`src/rtl/prod_acc_pkg.sv`:
```
// Shared definitions for the product accumulator.
//   acc_state_e : FSM encoding (IDLE, ACC, HOLD)
//   Def*        : default widths/length used by prod_accumulator parameters
package prod_acc_pkg;

    localparam int unsigned DefProdW = 8;
    localparam int unsigned DefAccW  = 16;
    localparam int unsigned DefLen   = 4;

    // ACC_HOLD (partial group while a result is held) has no encoding: input
    // is stalled whenever a result is held and not being taken.
    typedef enum logic [1:0] {
        IDLE = 2'd0,
        ACC  = 2'd1,
        HOLD = 2'd2
    } acc_state_e;

endpackage

```
`src/rtl/prod_accumulator.sv`:
```
// Accumulates groups of unsigned products into dot-product results.
// A group closes after LEN beats or on a beat flagged in_last; the result is
// presented on a registered valid/ready output with beat count and a sticky
// carry-out flag.
//
// Ports:
//   clk, rst              clock and synchronous active-high reset
//   in_valid/in_ready     product beat handshake
//   in_prod               unsigned product (PROD_W)
//   in_last               closes the group early (qualified by in_valid)
//   out_valid/out_ready   result handshake
//   out_sum               group sum mod 2^ACC_W
//   out_count             beats in the group (1..LEN)
//   out_ovf               at least one carry out of ACC_W in the group
module prod_accumulator
    import prod_acc_pkg::*;
#(
    parameter int unsigned PROD_W = DefProdW,
    parameter int unsigned ACC_W  = DefAccW,
    parameter int unsigned LEN    = DefLen,
    localparam int unsigned CNT_W = $clog2(LEN + 1)
) (
    input  logic              clk,
    input  logic              rst,
    input  logic              in_valid,
    output logic              in_ready,
    input  logic [PROD_W-1:0] in_prod,
    input  logic              in_last,
    output logic              out_valid,
    input  logic              out_ready,
    output logic [ACC_W-1:0]  out_sum,
    output logic [CNT_W-1:0]  out_count,
    output logic              out_ovf
);

    localparam logic [CNT_W-1:0] LenCnt = CNT_W'(LEN);

    acc_state_e       state_q, state_d;
    logic [ACC_W-1:0] acc_q, acc_d;
    logic [CNT_W-1:0] cnt_q, cnt_d;
    logic             ovf_acc_q, ovf_acc_d;
    logic [ACC_W-1:0] out_sum_q, out_sum_d;
    logic [CNT_W-1:0] out_count_q, out_count_d;
    logic             out_ovf_q, out_ovf_d;

    logic             accept;
    logic             take;
    logic             final_beat;
    logic             carry;
    logic [ACC_W:0]   sum_wide;
    logic [CNT_W-1:0] cnt_inc;

    assign out_valid = (state_q == HOLD);
    assign out_sum   = out_sum_q;
    assign out_count = out_count_q;
    assign out_ovf   = out_ovf_q;

    // Depends only on the output side so no combinational path runs from the
    // product inputs back to in_ready.
    assign in_ready = !rst && (!out_valid || out_ready);

    assign accept     = in_valid && in_ready;
    assign take       = out_valid && out_ready;
    assign sum_wide   = {1'b0, acc_q} + (ACC_W + 1)'(in_prod);
    assign carry      = sum_wide[ACC_W];
    assign cnt_inc    = cnt_q + 1'b1;
    assign final_beat = (cnt_inc == LenCnt) || in_last;

    always_comb begin
        state_d     = state_q;
        acc_d       = acc_q;
        cnt_d       = cnt_q;
        ovf_acc_d   = ovf_acc_q;
        out_sum_d   = out_sum_q;
        out_count_d = out_count_q;
        out_ovf_d   = out_ovf_q;

        if (accept) begin
            if (final_beat) begin
                // Overwrites any result being taken this cycle: no bubble.
                out_sum_d   = sum_wide[ACC_W-1:0];
                out_count_d = cnt_inc;
                out_ovf_d   = ovf_acc_q || carry;
                acc_d       = '0;
                cnt_d       = '0;
                ovf_acc_d   = 1'b0;
                state_d     = HOLD;
            end else begin
                acc_d     = sum_wide[ACC_W-1:0];
                cnt_d     = cnt_inc;
                ovf_acc_d = ovf_acc_q || carry;
                state_d   = ACC;
            end
        end else if (take) begin
            // Result fields are kept; only the valid state drops.
            state_d = IDLE;
        end
    end

    always_ff @(posedge clk) begin
        if (rst) begin
            state_q     <= IDLE;
            acc_q       <= '0;
            cnt_q       <= '0;
            ovf_acc_q   <= 1'b0;
            out_sum_q   <= '0;
            out_count_q <= '0;
            out_ovf_q   <= 1'b0;
        end else begin
            state_q     <= state_d;
            acc_q       <= acc_d;
            cnt_q       <= cnt_d;
            ovf_acc_q   <= ovf_acc_d;
            out_sum_q   <= out_sum_d;
            out_count_q <= out_count_d;
            out_ovf_q   <= out_ovf_d;
        end
    end

endmodule
```
`config.mk`:
```
export PLATFORM = sky130hd
export DESIGN_NAME = prod_accumulator
export DESIGN_NICKNAME = d
export VERILOG_FILES = /design/src/rtl/prod_acc_pkg.sv /design/src/rtl/prod_accumulator.sv
export SDC_FILE = /design/constraint.sdc
export NUM_CORES = 1
export LEC_CHECK = 0
export CAP_MARGIN = 30
export CELL_PAD_IN_SITES_DETAIL_PLACEMENT = 1
export CELL_PAD_IN_SITES_GLOBAL_PLACEMENT = 2
export CORE_MARGIN = 2
export CORE_UTILIZATION = 35
export CTS_BUF_LIST = sky130_fd_sc_hd__clkbuf_8
export DETAILED_ROUTE_END_ITERATION = 12
export GPL_ROUTABILITY_DRIVEN = 0
export PLACE_DENSITY_LB_ADDON = 0.08
export SLEW_MARGIN = 20
export SYNTH_ARGS = -nofsm -noshare
export SYNTH_HDL_FRONTEND = slang
export SYNTH_SLANG_ARGS = --single-unit
```
`constraint.sdc`:
```
create_clock -name clk -period 5.4 [get_ports clk]
set_input_delay 0.54 -clock clk [delete_from_list [all_inputs] [get_ports clk]]
set_output_delay 0.54 -clock clk [all_outputs]
set_load 0.005 [all_outputs]
```
==> results of run 1 <==
==> routing by layer <==
layer / up-vias / global-route usage [%] / routed length (µm)
met5: - / 0 / 0
met2: 31 / 34.8 / 2980
met4: 0 / 2.95 / 40
li1: 1022 / - / -
met1: 981 / 24.0 / 2930
met3: 5 / 3.26 / 140
==> stage by stage <==
step	hold WS [ns]	std cells	instance area, µm²	setup slack (ns)
5_1_grt	0.484	364	2690	2.38
2_1_floorplan	0.438	256	2160	2.93
4_1_cts	0.458	364	2690	2.51
3_3_place_gp	0.443	356	2580	2.23
3_5_place_dp	0.446	356	2580	2.18
6_report	0.452	364	2690	2.53
==> where the power goes <==
part / total [mW] / switching [mW] / internal, mW
clock: 0.251 / 0.115 / 0.136
sequential: 0.325 / 0.00583 / 0.319
combinational: 0.0897 / 0.0498 / 0.0400
==> synthesized netlist by cell type (all sizes together), types with 7 or more instances <==
cell type | count | area [µm²]
a22oi | 7 | 52.6
or4 | 8 | 60.1
nor2 | 14 | 52.6
o21ai | 7 | 35.0
nand3 | 32 | 160
dfxtp | 42 | 841
a21o | 8 | 60.1
clkbuf | 12 | 45.0
o211ai | 11 | 82.6
a21oi | 10 | 53.8
ha | 10 | 125
o2111ai | 8 | 70.1
nand2 | 35 | 131
==> registers in the layout, indices dropped and copies added (netlist names) <==
name,count
acc_q,16
cnt_q,3
ovf_acc_q,1
out_ovf,1
out_count,3
out_sum,16
state_q,2
==> kinds of logic (layout without fill, tap and decap cells) <==
logic type / Yosys count / count (layout) / share of synthesized area, %
simple gates: 109 / 109 / 24.7
fa+ha+maj: 11 / 11 / 6.71
mux: 1 / 1 / 0.462
xor+xnor: 6 / 6 / 2.43
buf+inv: 20 / 53 / 3.87
flops: 42 / 42 / 38.8
compound gates: 67 / 67 / 22.9
==> critical path, cell delays in order <==
cell and delay (ns):
clkdlybuf4s50_1 0.40, ha_1 0.23, fa_1 0.41, a21o_1 0.22
a221o_1 0.36, a221oi_4 0.58, xnor2_1 0.13, a21o_1 0.19
==> path summary, 6_finish.rpt <==
| path | endpoint | slack [ns] | cells after the start |
|---|---|---|---|
| max | out_sum[8] | 2.53 | 8 |
| min | out_sum[2] | 0.45 | 2 |
| max reg2reg | out_sum[8] | 2.87 | 7 |
| min reg2reg | out_sum[2] | 0.45 | 2 |
==> area by class of cell <==
cell class	instances	area, µm²	area share (%)
repair buffers	40	385	14.3
clock buffers	5	68.8	2.56
flip-flops and latches	42	841	31.3
clock inverters	3	40.0	1.49
inverters	5	18.8	0.698
multi-input cells	194	1240	46.1
well taps	75	93.8	3.49
==> flow_summary.toml, run 1 <==
[pwr]
power.leakage_nw = 1.06
ir_worst_vdd_v = 0.000140
powerDensity_nw_per_um2 = 247
power_mw = 0.665

[global_routing]
grt_max_degree = 26
grt_pass1_vias = 2017
grt-ovfl-total = 0
antenna_found_initial = 0
grt_usage_pct = 19.1
grt_pass1_wl_mm = 9.92

[sta]
worst_slew_pin_slew_ns = 0.761
rsz0062_at_grt = "no"
finalSetupViolCount = 0
finalSetupTns_ns = 0
fin_crit_ns = 2.87
max_freq_mhz = 348
fin_crit_sh_pct = 53.2
drv_slew = 0
final_hold_viol_count = 0
slew-limit-headroom_pct = 49.3
skew_ns = 0.00308

[worst_setup_path]
cp-end-kind = "flip-flop"
reg2reg_from = "acc_q[0]"
arrival_ns = 3.06
critPathMaxFanout = 16
start_kind = "primary input"
crit_start = "in_prod[0]"
worst-setup-path-type = "primary input to flip-flop"
required_ns = 5.59

[drt]
final_antenna_net_count = 0
totalWireLength_mm = 6.10
drc = 0
via_per_inst = 5.60
firstDrtPassIters = 4
dr_total_vias = 2039
drt-initial-drc-count = 42
avgRoutedWirePerCell_um = 16.7

[cells_and_area]
final_common_cell = "dfxtp_1"
final_cell_mix = "dfxtp_1 (42), nand2_1 (35), clkdlybuf4s50_1 (34)"
n_fill_cell = 730
nets = 312
diodes = 0
area.growth.synth_to_final_pct = 24.2
final_core_util_pct = 45.1
drive_above_1_share_pct = 5.88

[run_status]
run_status = "finished, final reports clean"

[synthesis]
synth_edf_count = 0
syn-num-nets = 280
ys_types = 41
avgSynthCellArea_um2 = 8.46
ys_ff_latch = 42
yosysWarningCount = 0
synth.cell_area_um2 = 2160
netlist_instances = 256
async_flop_share_pct = 0
synth_flop_cell = "dfxtp_1"
seq_area_frac_synth_pct = 38.8

[clocking]
cts_buffers = 5
clock-sinks = 42
insertion_delay_ns = 0.29
htree_num_levels = 2
clock_path_buffers = 2
cts_setup_buffers = 0
hold_buffers = 0
clk_pin_slew_ns = 0.08
cts-resized-gates = 0
cts_tree = "done"
root_buffer = "clkbuf_8"

[die]
io_pins = 35
rows = 28
die_h_um = 82.6
die_x_um = 82.6
fp.dieArea_um2 = 6830
initial_core_util_pct = 36.3
fp.coreArea_um2 = 5960

[flow_run]
maxCapViolations = 0

[worst_hold_path]
hp-class = "flip-flop to flip-flop"
worstHoldStart = "out_sum[2]"

[placed_design]
portBuffers = 34
hpwl_mm = 4.26
(Power assumes the default switching activity.)
==> run 2, diff against run 1 <==
Settings changed: CORE_UTILIZATION 35 to 30.
Clock period 5.4 ns to 2.6 ns, I/O delays scaled along.
==> run 2 against run 1 <==
  * Clock skew is 0.010 ns higher
  * Critical path depth is 1 higher
  * Routed wire length increased by 2.9%
  * First-iteration DRC count increased by 140%
  * Combinational power grew 120%
==> flow_summary.toml, run 2 (synthesized netlist as in run 1, its figures left out) <==
[die]
rows = 30
initial_core_util_pct = 31.3
die_h_um = 88.9
fp.coreArea_um2 = 6910
fp.dieArea_um2 = 7910
io_pins = 35
die_x_um = 88.9

[placed_design]
hpwl_mm = 4.51
dp_worst_setup_slack_ns = -0.122
portBuffers = 34

[worst_setup_path]
worstReg2RegEnd = "acc_q[12]"
worst-setup-path-type = "primary input to flip-flop"
cp-end-kind = "flip-flop"
reg2reg_depth = 8
required_ns = 2.83
critPathMaxFanout = 16
arrival_ns = 2.62
rrSetupSlack_ns = 0.26
start_kind = "primary input"
reg2reg_from = "acc_q[0]"

[clocking]
clock-sinks = 42
cts_tree = "done"
htree_num_levels = 2
root_buffer = "clkbuf_8"
insertion_delay_ns = 0.31
cts_setup_buffers = 0
cts_buffers = 5
clock_path_buffers = 2
clk_pin_slew_ns = 0.08

[global_routing]
met2_usage_pct = 29.8
grt_pass1_vias = 2112
grt_use_met3_pct = 3.05
grt.busiest_layer = "met2"
grt_usage_pct = 18.0
grt_pass1_wl_mm = 10.9
grt-ovfl-total = 0
grt_max_degree = 21
antenna_found_initial = 0
grt_util_met1_pct = 24.3

[sta]
max_freq_mhz = 419
skew_ns = 0.0133
timing.hold.ws_ns = 0.465
final_hold_viol_count = 0
rsz0062_at_grt = "no"
setup_ws_ns = 0.213
slew-limit-headroom_pct = 47.7
drv_slew = 0
finalSetupViolCount = 0
worst_slew_pin_slew_ns = 0.782
fin_crit_ns = 2.39
finalSetupTns_ns = 0
fin_crit_sh_pct = 91.8

[worst_hold_path]
hp-class = "flip-flop to flip-flop"
hold_depth = 2
worstHoldStart = "ovf_acc_q"
holdPathEnd = "ovf_acc_q"

[drt]
dr_total_vias = 2089
drc = 0
drt-initial-drc-count = 99
via_per_inst = 5.32
totalWireLength_mm = 6.27
final_antenna_net_count = 0
avgRoutedWirePerCell_um = 16.0
firstDrtPassIters = 4

[cells_and_area]
regArea_um2 = 841
drive_above_1_share_pct = 8.75
multi_input_area_um2 = 1240
final_common_cell = "dfxtp_1"
area.growth.synth_to_final_pct = 28.1
n_fill_cell = 850
final_cell_mix = "dfxtp_1 (42), nand2_1 (35), clkdlybuf4s50_1 (34)"
final_core_util_pct = 40.1
diodes = 0
nets = 320

[pwr]
ir_worst_vdd_v = 0.000195
powerDensity_nw_per_um2 = 482
power_mw = 1.34
power.leakage_nw = 1.09

[run_status]
run_status = "finished, final reports clean"

[flow_run]
maxCapViolations = 0
==> run 2: critical path: stages <==
cell and delay, ns:
clkdlybuf4s50_1 0.40, ha_1 0.23, fa_1 0.41, a21o_1 0.21
a221o_1 0.35, a221oi_4 0.29, buf_12 0.18, o211ai_1 0.08
a31oi_1 0.19
==> run 2: per-layer routing <==
layer / up-vias / share of wire [%]
met4: 0 / 1.1
li1: 1041 / -
met5: - / 0
met1: 1009 / 49
met3: 5 / 2.7
met2: 34 / 47
==> run 2: how the worst max path moves through the flow <==
stage / cells past startpoint / to / from
detailed placement: 9 / acc_q[12] / in_prod[0]
CTS: 7 / out_sum[9] / cnt_q[0]
floorplan: 8 / out_sum[8] / acc_q[0]
global route: 9 / acc_q[12] / in_prod[0]
global placement: 9 / out_sum[8] / in_prod[0]
finish: 9 / acc_q[12] / in_prod[0]
==> run 2: layout make-up <==
cell class | count | share of cell area (%)
well taps | 96 | 4.33
clock inverters | 3 | 0.857
repair buffers | 48 | 16.5
inverters | 5 | 0.677
flip-flops and latches | 42 | 30.3
clock buffers | 5 | 2.48
multi-input cells | 194 | 44.8
==> run 2: stage by stage <==
step,std cells,area (µm²)
2_1_floorplan,256,2160
3_3_place_gp,384,2670
3_5_place_dp,384,2670
4_1_cts,392,2760
5_1_grt,393,2770
6_report,393,2770
==> run 2: where the power goes <==
group / internal [mW] / switching, mW / leakage (nW)
combinational: 0.0936 / 0.107 / 0.709
clock: 0.193 / 0.269 / 0.0408
sequential: 0.662 / 0.0121 / 0.341
==> run 2: repair_timing <==
| action | 4_1_cts | 5_1_grt |
|---|---|---|
| hold endpoints to repair | 0 | 0 |
| hold buffers | 0 | 0 |
| resized for setup | 0 | 1 |
| setup endpoints to repair | 0 | 1 |
==> run 3, diff against run 2 <==
Settings changed: PLACE_DENSITY_LB_ADDON 0.08 to 0.1.
==> run 3 against run 2 <==
  * Clock skew shrank 0.0028 ns
  * Via count is the same
  * Clock power grew 18%
  * Count of clock-buffer cells in the layout grew 1
  * Critical endpoint is now out_sum[8]
==> flow_summary.toml, run 3 (synthesized netlist as in run 1, its figures left out) <==
[cells_and_area]
final_cell_mix = "dfxtp_1 (42), nand2_1 (35), clkdlybuf4s50_1 (34)"
diodes = 0
final_area_um2 = 2820
regArea_um2 = 841
final_common_cell = "dfxtp_1"
n_fill_cell = 855
multi_input_area_um2 = 1240
layoutNonFillerInstCount = 395
final_core_util_pct = 40.8
area.growth.synth_to_final_pct = 30.1
nets = 323
drive_above_1_share_pct = 9.36

[sta]
timing.hold.ws_ns = 0.457
final_hold_viol_count = 0
setup_ws_ns = 0.233
max_freq_mhz = 422
rsz0062_at_grt = "no"
skew_ns = 0.0106
finalSetupViolCount = 0
slew-limit-headroom_pct = 41.0
fin_crit_ns = 2.37
finalSetupTns_ns = 0
worst_slew_pin_slew_ns = 0.882
drv_slew = 0
fin_crit_sh_pct = 91.0

[clocking]
cts_tree = "done"
clock-sinks = 42
insertion_delay_ns = 0.30
cts_buffers = 5
hold_buffers = 0
root_buffer = "clkbuf_8"
htree_num_levels = 2
clock_path_buffers = 2
cts_setup_buffers = 0
cts-resized-gates = 0
clk_pin_slew_ns = 0.09

[drt]
totalWireLength_mm = 6.24
dr_total_vias = 2089
drt-initial-drc-count = 76
final_antenna_net_count = 0
firstDrtPassIters = 4
via_per_inst = 5.29
avgRoutedWirePerCell_um = 15.8
drc = 0

[worst_hold_path]
hp-class = "flip-flop to flip-flop"
holdPathEnd = "out_sum[0]"
worstHoldStart = "out_sum[0]"
hold_depth = 2

[pwr]
clockPowerShare_pct = 38.3
power.leakage_nw = 1.12
switching_share_pct = 25.1
power_mw = 1.43
power.share.sequential_pct = 47.2
p_int_mw = 1.07
ir_worst_vdd_v = 0.000227
powerDensity_nw_per_um2 = 507
combPwrFrac_pct = 14.6
p_switching_mw = 0.358

[placed_design]
dp_worst_setup_slack_ns = -0.0938
hpwl_mm = 4.56
dp_cells = 388
place_area_um2 = 2700
portBuffers = 34

[global_routing]
grt-ovfl-total = 0
grt_pass1_vias = 2029
grt_pass1_wl_mm = 10.4
antenna_found_initial = 0
grt_usage_pct = 17.0
grt_max_degree = 32

[die]
initial_core_util_pct = 31.3
io_pins = 35
fp.coreArea_um2 = 6910
fp.dieArea_um2 = 7910
die_h_um = 88.9
die_x_um = 88.9
rows = 30

[worst_setup_path]
worstReg2RegEnd = "out_sum[8]"
reg2reg_from = "acc_q[0]"
worst-setup-path-type = "primary input to flip-flop"
critPathMaxFanout = 16
rrSetupSlack_ns = 0.32
start_kind = "primary input"
cp-end-kind = "flip-flop"
reg2reg_depth = 8
arrival_ns = 2.57
required_ns = 2.80

[run_status]
run_status = "finished, final reports clean"

[flow_run]
maxCapViolations = 0
run 3: changes by cell type in the layout (fill, tap and decap cells not counted):
cell / before / now
buf_4: 13 / 16
bufinv_16: 0 / 1
clkbuf_8: 5 / 6
clkinvlp_4: 2 / 0
inv_6: 1 / 0
run 3: area by class of cell:
class | instances | share of cell area (%)
clock buffer | 6 | 2.93
clock inverter | 1 | 1.07
inverter | 5 | 0.667
sequential | 42 | 29.9
timing repair buffer | 51 | 17.1
multi-input combinational | 194 | 44.1
tap | 96 | 4.27
run 3: worst max path at each step:
stage / from / endpoint / cells past startpoint / slack [ns]
final: in_prod[0] / out_sum[8] / 9 / 0.23
after CTS: in_prod[0] / out_sum[8] / 9 / 0.22
after global placement: in_prod[0] / out_sum[8] / 9 / -0.07
after detailed placement: in_prod[0] / out_sum[8] / 9 / -0.09
after floorplan: acc_q[0] / out_sum[8] / 8 / 0.39
after global routing: in_prod[0] / out_sum[8] / 9 / 0.12
run 3: critical path: stages:
cell and delay (ns):
clkdlybuf4s50_1 0.42, ha_1 0.23, fa_1 0.40, a21o_1 0.22, a221o_1 0.34, a221oi_4 0.28, buf_12 0.18, xnor2_1 0.06
a21o_1 0.18
run 3: layer usage:
| metal | up-vias | part of all wire (%) | global-route usage, % |
|---|---|---|---|
| met1 | 1011 | 51 | 24.5 |
| met5 | - | 0 | 0 |
| met4 | 0 | 0.82 | 2.85 |
| met3 | 4 | 2.1 | 3.14 |
| li1 | 1050 | - | - |
| met2 | 24 | 46 | 27.1 |
run 3: power groups by stage:
stage	combinational, mW	sequential (mW)	clock, mW
finish	0.208	0.673	0.546
global route	0.231	0.675	0.589
global placement	0.210	0.688	0
floorplan	0.107	0.688	0
CTS	0.212	0.673	0.559
detailed placement	0.210	0.688	0
